[src/rtl/nt_homeostatic_level.sv]
// Saturating neurotransmitter level with homeostatic decay toward DEFAULT_VAL,
// a post-setval hold window and a hysteretic quantised output level.
module nt_homeostatic_level #(
  parameter int unsigned N            = 7,
  parameter int unsigned DEFAULT_VAL  = 96,
  parameter int unsigned SET_VAL      = 64,
  parameter int unsigned FAST_STEP    = 3,
  parameter int unsigned DECAY_PERIOD = 16,
  parameter int unsigned HOLD_CYCLES  = 8,
  parameter int unsigned OUT_BITS     = 2,
  parameter int unsigned HYST         = 4
) (
  input  logic                clk,
  input  logic                rst_n,
  input  logic                inc,
  input  logic                dec,
  input  logic                fast,
  input  logic                setval,
  output logic [N-1:0]        value,
  output logic [OUT_BITS-1:0] level,
  output logic                at_max,
  output logic                at_min,
  output logic                holding
);

  localparam int unsigned SHIFT = N - OUT_BITS;
  localparam int unsigned PW    = (DECAY_PERIOD > 1) ? $clog2(DECAY_PERIOD) : 1;
  localparam int unsigned HW    = (HOLD_CYCLES > 0) ? $clog2(HOLD_CYCLES + 1) : 1;
  localparam int unsigned LAST  = (DECAY_PERIOD > 0) ? DECAY_PERIOD - 1 : 0;

  localparam logic [N:0]          MAX_W   = {1'b0, {N{1'b1}}};
  localparam logic [N-1:0]        DEF_V   = N'(DEFAULT_VAL);
  localparam logic [N-1:0]        SET_V   = N'(SET_VAL);
  localparam logic [N:0]          HYST_W  = (N+1)'(HYST);
  localparam logic [OUT_BITS-1:0] DEF_LVL = OUT_BITS'(DEFAULT_VAL >> SHIFT);

  if (OUT_BITS < 1 || OUT_BITS > N || FAST_STEP >= (2 ** N) ||
      DEFAULT_VAL >= (2 ** N) || SET_VAL >= (2 ** N) || HYST >= (2 ** SHIFT)) begin : g_bad_params
    $error("nt_homeostatic_level: illegal parameter combination");
  end

  logic [PW-1:0]       presc;
  logic [HW-1:0]       hold_cnt;
  logic                tick;
  logic [N:0]          value_w, step_w, sum_w, diff_w;
  logic [N-1:0]        value_nxt;
  logic [HW-1:0]       hold_nxt;
  logic [OUT_BITS-1:0] raw, level_nxt;
  logic [N:0]          raw_base, lvl_base;

  assign tick    = (DECAY_PERIOD != 0) && (presc == PW'(LAST));
  assign holding = (hold_cnt != '0);
  assign at_max  = (value == {N{1'b1}});
  assign at_min  = (value == '0);

  // Step arithmetic is one bit wider than the register so saturation never wraps.
  assign value_w = {1'b0, value};
  assign step_w  = fast ? (N+1)'(FAST_STEP) : (N+1)'(1);
  assign sum_w   = value_w + step_w;
  assign diff_w  = value_w - step_w;

  // NOTE: every always_comb output gets a default first, so no path can infer a latch.
  always_comb begin
    value_nxt = value;
    hold_nxt  = hold_cnt;
    if (setval) begin
      value_nxt = SET_V;
      hold_nxt  = HW'(HOLD_CYCLES);
    end else if (hold_cnt != '0) begin
      hold_nxt = hold_cnt - HW'(1);
    end else if (inc && !dec) begin
      value_nxt = (sum_w > MAX_W) ? MAX_W[N-1:0] : sum_w[N-1:0];
    end else if (dec && !inc) begin
      value_nxt = (value_w < step_w) ? '0 : diff_w[N-1:0];
    end else if (!inc && !dec && tick) begin
      if (value < DEF_V)      value_nxt = value + N'(1);
      else if (value > DEF_V) value_nxt = value - N'(1);
    end
  end

  // Level moves only once the value is HYST past the boundary of the new band.
  assign raw      = value[N-1:SHIFT];
  assign raw_base = (N+1)'(raw) << SHIFT;
  assign lvl_base = (N+1)'(level) << SHIFT;

  always_comb begin
    level_nxt = level;
    if (raw > level && value_w >= raw_base + HYST_W)
      level_nxt = raw;
    else if (raw < level && value_w + HYST_W < lvl_base)
      level_nxt = raw;
  end

  // NOTE: state registers use non-blocking assignments so every flop samples pre-edge values.
  always_ff @(posedge clk) begin
    if (!rst_n) begin
      value    <= DEF_V;
      level    <= DEF_LVL;
      hold_cnt <= '0;
      presc    <= '0;
    end else begin
      value    <= value_nxt;
      level    <= level_nxt;
      hold_cnt <= hold_nxt;
      presc    <= (tick || DECAY_PERIOD == 0) ? '0 : presc + PW'(1);
    end
  end

endmodule

[config.mk]
export PLATFORM = sky130hd
export DESIGN_NAME = nt_homeostatic_level
export DESIGN_NICKNAME = d
export VERILOG_FILES = /design/src/rtl/nt_homeostatic_level.sv
export SDC_FILE = /design/constraint.sdc
export NUM_CORES = 1
export LEC_CHECK = 0
export ABC_AREA = 0
export CELL_PAD_IN_SITES_DETAIL_PLACEMENT = 0
export CELL_PAD_IN_SITES_GLOBAL_PLACEMENT = 2
export CORE_MARGIN = 3
export CORE_UTILIZATION = 33
export CTS_CLUSTER_SIZE = 10
export DETAILED_ROUTE_END_ITERATION = 8
export PLACE_DENSITY = 0.84
export SKIP_CTS_REPAIR_TIMING = 1
export SYNTH_ARGS = -nofsm -noshare
export SYNTH_HDL_FRONTEND = slang
export SYNTH_SLANG_ARGS = --single-unit
[constraint.sdc]
create_clock -name clk -period 2.6 [get_ports clk]
set_clock_uncertainty 0.1 [all_clocks]
set_input_delay 0.78 -clock clk [delete_from_list [all_inputs] [get_ports clk]]
set_output_delay 0.78 -clock clk [all_outputs]
set_load 0.03 [all_outputs]
## After elaboration in Yosys (flattened, before gate mapping)

Cells that the tools add are included.

- Register bits after elaboration: 17
- Latch bits: 0
- Bits in writable memories: 0
- ROM bits: 0
- Input port bits: 6
- Output and inout bits: 12
- Logic and storage cells: 61
- Memories: 0

- Add/subtract/negate cells: 8
- $mul: 0
- Divide/modulo/power cells: 0
- $lt $le $gt $ge: 8
- Equality and inequality tests: 3
- Shift operators: 0
- Muxes and demuxes: 14
- Bitwise gates (word level): 2
- Reductions and logical operators: 20

Operator list:

| operator | count |
|---|---|
| $mux 7 | 7 |
| $add 7x3->8 const B | 2 |
| $mux 6 | 2 |
| $reduce_bool 4->1 | 3 |
| $add 7x2->8 | 1 |
| $ge 7x8->1 | 1 |
| $gt 8x7->1 const B | 1 |
| $lt 8x7->1 | 1 |
| $mux 4 | 2 |
| $add 7x1->7 const B | 1 |
| $eq 7x7->1 const B | 1 |
| $gt 7x7->1 const B | 1 |
| $logic_not 7->1 | 1 |
| $lt 7x2->1 | 1 |
| $lt 7x7->1 const B | 1 |
| $sub 7x1->7 const B | 1 |
| $sub 7x2->7 | 1 |
| $logic_and 1x1->1 | 6 |
| $mux 2 | 3 |
| $reduce_and 3->1 | 2 |
| $reduce_bool 5->1 | 1 |
| $add 4x1->4 const B | 1 |
| $eq 4x4->1 const B | 1 |
| $reduce_bool 2->1 | 2 |
| other kinds (8) | 11 |

## Longest topological paths before layout

- Depth after elaboration: 8
- Depth in mapped cells: 9
- Gate-level depth less buffers: 8

## Worst setup path before layout

OpenSTA, ideal clock, no wires.

- Kind: reg-to-output
- From: reg value[6]
- To: out at_max
- Data arrival time: 1.842 ns
- Data required time: 1.720 ns
- Path slack: -0.122 ns
- Stages on the path, launching flop included: 4
- Buffers on the path: 1
- Path through: dfxtp_1 > buf_2 > nand2_1 > nor4_1

- Longest elaborated chain between the ends: 1

Ends and longest elaborated chain:

| item | RTL line | RTL |
|---|---|---|
| start: declaration | 19 | `output logic [N-1:0] value,` |
| start signal: assignment | 102 | `value <= value_nxt;` |
| $eq 7x7->1 | 53 | `assign at_max = (value == {N{1'b1}});` |
| end: declaration | 21 | `output logic at_max,` |

No other way between the ends.

## Final worst setup path

- From: in dec
- To: reg value[5]

- Longest elaborated chain between the ends: 5
- Elaborated cells on any way between the ends: 12
- Classes of those cells: mux (4); reduce/logical (8)

Ends and longest elaborated chain:

| item | RTL line | RTL |
|---|---|---|
| start: declaration | 16 | `input logic dec,` |
| $logic_and 1x1->1 or $logic_not 1->1 (tied branches) | 73, 71, 75 |  |
| $mux 7 (tied with other cells) | 73 | `end else if (dec && !inc) begin` |
| $mux 7 or $logic_and 1x1->1 (tied branches) | 71, 75 |  |
| $mux 6 or $reduce_bool 4->1 (tied branches) | n/a |  |
| $mux 6 or $reduce_and 3->1 (tied branches) | n/a |  |

Parallel ways exist; a longest one is shown, timed or not. The select of a mux whose other input is x is not followed.
A chain may end at the register's enable or synchronous reset.

==> results.toml <==
[logic_synthesis]
synth_top_cells_by_area = "sky130_fd_sc_hd__dfxtp_1 (22%), sky130_fd_sc_hd__ha_1 (12%), sky130_fd_sc_hd__inv_1 (5.1%)"
synth.lib_cells_used.distinct = 52
most_instantiated_flip_flop_cell_in_the_synthesis_netlist = "sky130_fd_sc_hd__dfxtp_1"
yosysMostFrequentCell = "sky130_fd_sc_hd__inv_1"
ys_seq_elements = 17
synth_cells = 192
yosysWarningCount = 0
synth.top_cells.by_count = "sky130_fd_sc_hd__inv_1 (21), sky130_fd_sc_hd__dfxtp_1 (17), sky130_fd_sc_hd__ha_1 (15)"
postSynthNetCount = 216
synth_largest_area_cell = "sky130_fd_sc_hd__dfxtp_1"
number_of_enable_type_register_cells_in_the_synthesized_netlist = 0
synthesis.area_um2 = 1553
synth_top_area_share_pct = 21.92
syn_avg_cell_area_um2 = 8.087
sequential_to_total_area_share_from_yosys_stat_pct = 21.92
ys_async_sr_fraction_pct = 0

[setup_path]
timing.critical_path.slowest_cell_delay_ns = 0.48
crit_chain = "clkdlybuf4s50_1, inv_1, ha_2, or2_1, or4_1, o211ai_1, a221o_1, o311ai_2"
critical_path_arrival_ns = 2.54
crit_fanout = 2
category_of_the_critical_setup_timing_path = "in -> reg"
worst_path_max_delay_cell = "sky130_fd_sc_hd__clkdlybuf4s50_1"
worstPathRequired_ns = 2.63
critPathCaptureType = "register"
startpoint_type = "input port"

[sta]
fraction_of_the_cycle_the_final_worst_path_needs_pct = 96.58
setup-violations-final = 0
fmax_ghz = 0.3982
slew_violations = 0
setup_total_negative_slack_ns = 0
hold_viol_final = 0
timing.final.crit_period_ns = 2.511
worst_slew_margin_rel_pct = 72.68
tightest_slew_ns = 0.3995
grt_setup_unrepaired = "no"

[power_and_ir_drop]
ir_drop_mv = 0.2501
power_switching_w = 0.0004093
clock_power_share_pct = 20.0
finalPower_w = 0.001034
sequentialPowerShare_pct = 30.7
leakage_power_summed_over_all_cells_nw = 0.8934
power_report.internal_total_w = 0.0006245
power_density_over_the_cells_nw_per_um2 = 513.9
power.share.switching_pct = 39.59
p_comb_share_pct = 49.3

[cts]
cts_tree = "done"
cts_max_level = 1
clkTransAtPathRegs_ns = 0.07
worst_skew_pair.late_latency_ns = 0.26
clock_path_buffers = 2
cts_inserted_buffers = 3
clockRootBuffer = "sky130_fd_sc_hd__clkbuf_8"
cts_num_sinks = 17

[placed_design]
numPortBuffers = 17
hpwlAfterDp_mm = 3.462
routabilityCongestion = 0.9176
place.detailed.instances = 278

[layout]
non_filler_instances = 282
post_route_cells_drive_above_1_share_pct = 20.87
layout.nets = 255
n_antenna_cell = 0
end_of_flow_core_utilization_pct = 45.27
layout-area-overhead-vs-synth_pct = 29.57

[global_routing]
grt.total_usage_pct = 17.10
grt.met3_usage_pct = 3.378
use_met2_pct = 28.10
grt.met1_usage_pct = 22.86
global_route.overflow_total = 0
grt_first_pass_wirelength_mm = 7.127
grt_max_degree = 13
first_global_vias = 1463
initial_antenna_violation_count = 0
globalRoute.busiestLayer = "met2"

[route]
via_count = 1544
detailedRoute.firstPassIterationCount = 5
drt_iter0_drc = 73
vias_per_cell = 5.475
drt-wirelength-per-cell_um = 15.67
wl_mm = 4.420
drc = 0
route.antenna.remaining_nets = 0

[floorplanning]
top_ports = 18
core_area_um2 = 4444
row_count = 24
dieHeight_um = 74.60
die_w_um = 74.60
die_area_um2 = 5564
initial_utilization_pct = 34.94

[job]
timing.max_cap.violations = 0

[hold_path]
worst_hold_class = "reg -> reg"

[outcome]
outcome = "finished clean"
-- layout by cell type (no fill, tap or decap), drive strengths merged, types with 3 or more instances in the layout --
| master | instances |
|---|---|
| inv | 21 |
| clkbuf | 3 |
| dlymetal6s2s | 3 |
| clkdlybuf4s50 | 12 |
| buf | 27 |
| o21ai | 9 |
| nor3 | 9 |
| dfxtp | 17 |
| mux2i | 3 |
| fa | 3 |
| a21oi | 14 |
| nor2b | 5 |
| xor2 | 3 |
| and3 | 3 |
| ha | 15 |
| nand3 | 5 |
| a211o | 3 |
| nor2 | 13 |
| nand2 | 13 |
| xnor2 | 7 |
| a221oi | 4 |
| o211ai | 3 |
-- worst max-delay path: cells and delay by family --
| family | cells | cell delay (ns) |
|---|---|---|
| adder cells (fa/ha/maj) | 1 | 0.17 |
| AO/OA/AOI/OAI | 3 | 0.38 |
| AND/OR/NAND/NOR | 2 | 0.68 |
| buffers and inverters | 2 | 0.54 |
-- kinds of logic after synthesis --
logic type | count (synthesis) | synth area share [%]
AND/OR/NAND/NOR | 64 | 22.00
flip-flops | 17 | 21.92
XOR/XNOR | 10 | 5.641
AO/OA/AOI/OAI | 50 | 23.53
adder cells (fa/ha/maj) | 18 | 15.96
multiplexers | 4 | 2.901
buffers and inverters | 29 | 8.059
-- layer usage --
metal	wire, um	up-vias
li1	-	765
met1	2013	731
met2	2169	41
met3	184	7
met4	52	0
met5	0	-
-- state kept, by name, summed over array words and instances (netlist names) --
| name | count |
|---|---|
| value | 7 |
| hold_cnt | 4 |
| presc | 4 |
| level | 2 |
-- worst paths after layout --
path | from | to | slack (ns) | depth (start not counted)
setup / recovery | dec | value[5] | 0.09 | 8
hold / removal | presc[0] | presc[0] | 0.38 | 1
setup reg to reg | value[5] | level[0] | 0.20 | 6
hold reg to reg | presc[0] | presc[0] | 0.38 | 1
-- per-stage QoR --
| stage | instance area (um2) | hold slack, ns | setup slack [ns] |
|---|---|---|---|
| 4_1_cts | 1977 | 0.3903 | -0.1591 |
| 2_1_floorplan | 1559 | 0.3299 | 0.1284 |
| 3_3_place_gp | 1931 | 0.3390 | -0.3914 |
| 5_1_grt | 2012 | 0.3996 | 0.008126 |
| 6_report | 2012 | 0.3843 | 0.08881 |
| 3_5_place_dp | 1931 | 0.3738 | -0.4240 |
-- final cells by class --
| class | count | area (um2) |
|---|---|---|
| clock inverters | 1 | 5.005 |
| fillers | 454 | 2432 |
| clock buffers | 3 | 41.29 |
| flip-flops and latches | 17 | 341.6 |
| repair buffers | 42 | 360.3 |
| multi-input cells | 146 | 1120 |
| well taps | 52 | 65.06 |
| inverters | 21 | 78.83 |
-- power by group through the flow --
| stage | sequential (W) | combinational, W | clock [W] |
|---|---|---|---|
| floorplan | 0.000351 | 0.000303 | 0 |
| global placement | 0.000320 | 0.000484 | 0 |
| detailed placement | 0.000323 | 0.000499 | 0 |
| CTS | 0.000317 | 0.000503 | 0.000217 |
| global route | 0.000322 | 0.000564 | 0.000229 |
| finish | 0.000318 | 0.000510 | 0.000206 |
Power figures use the tool's default switching activity.
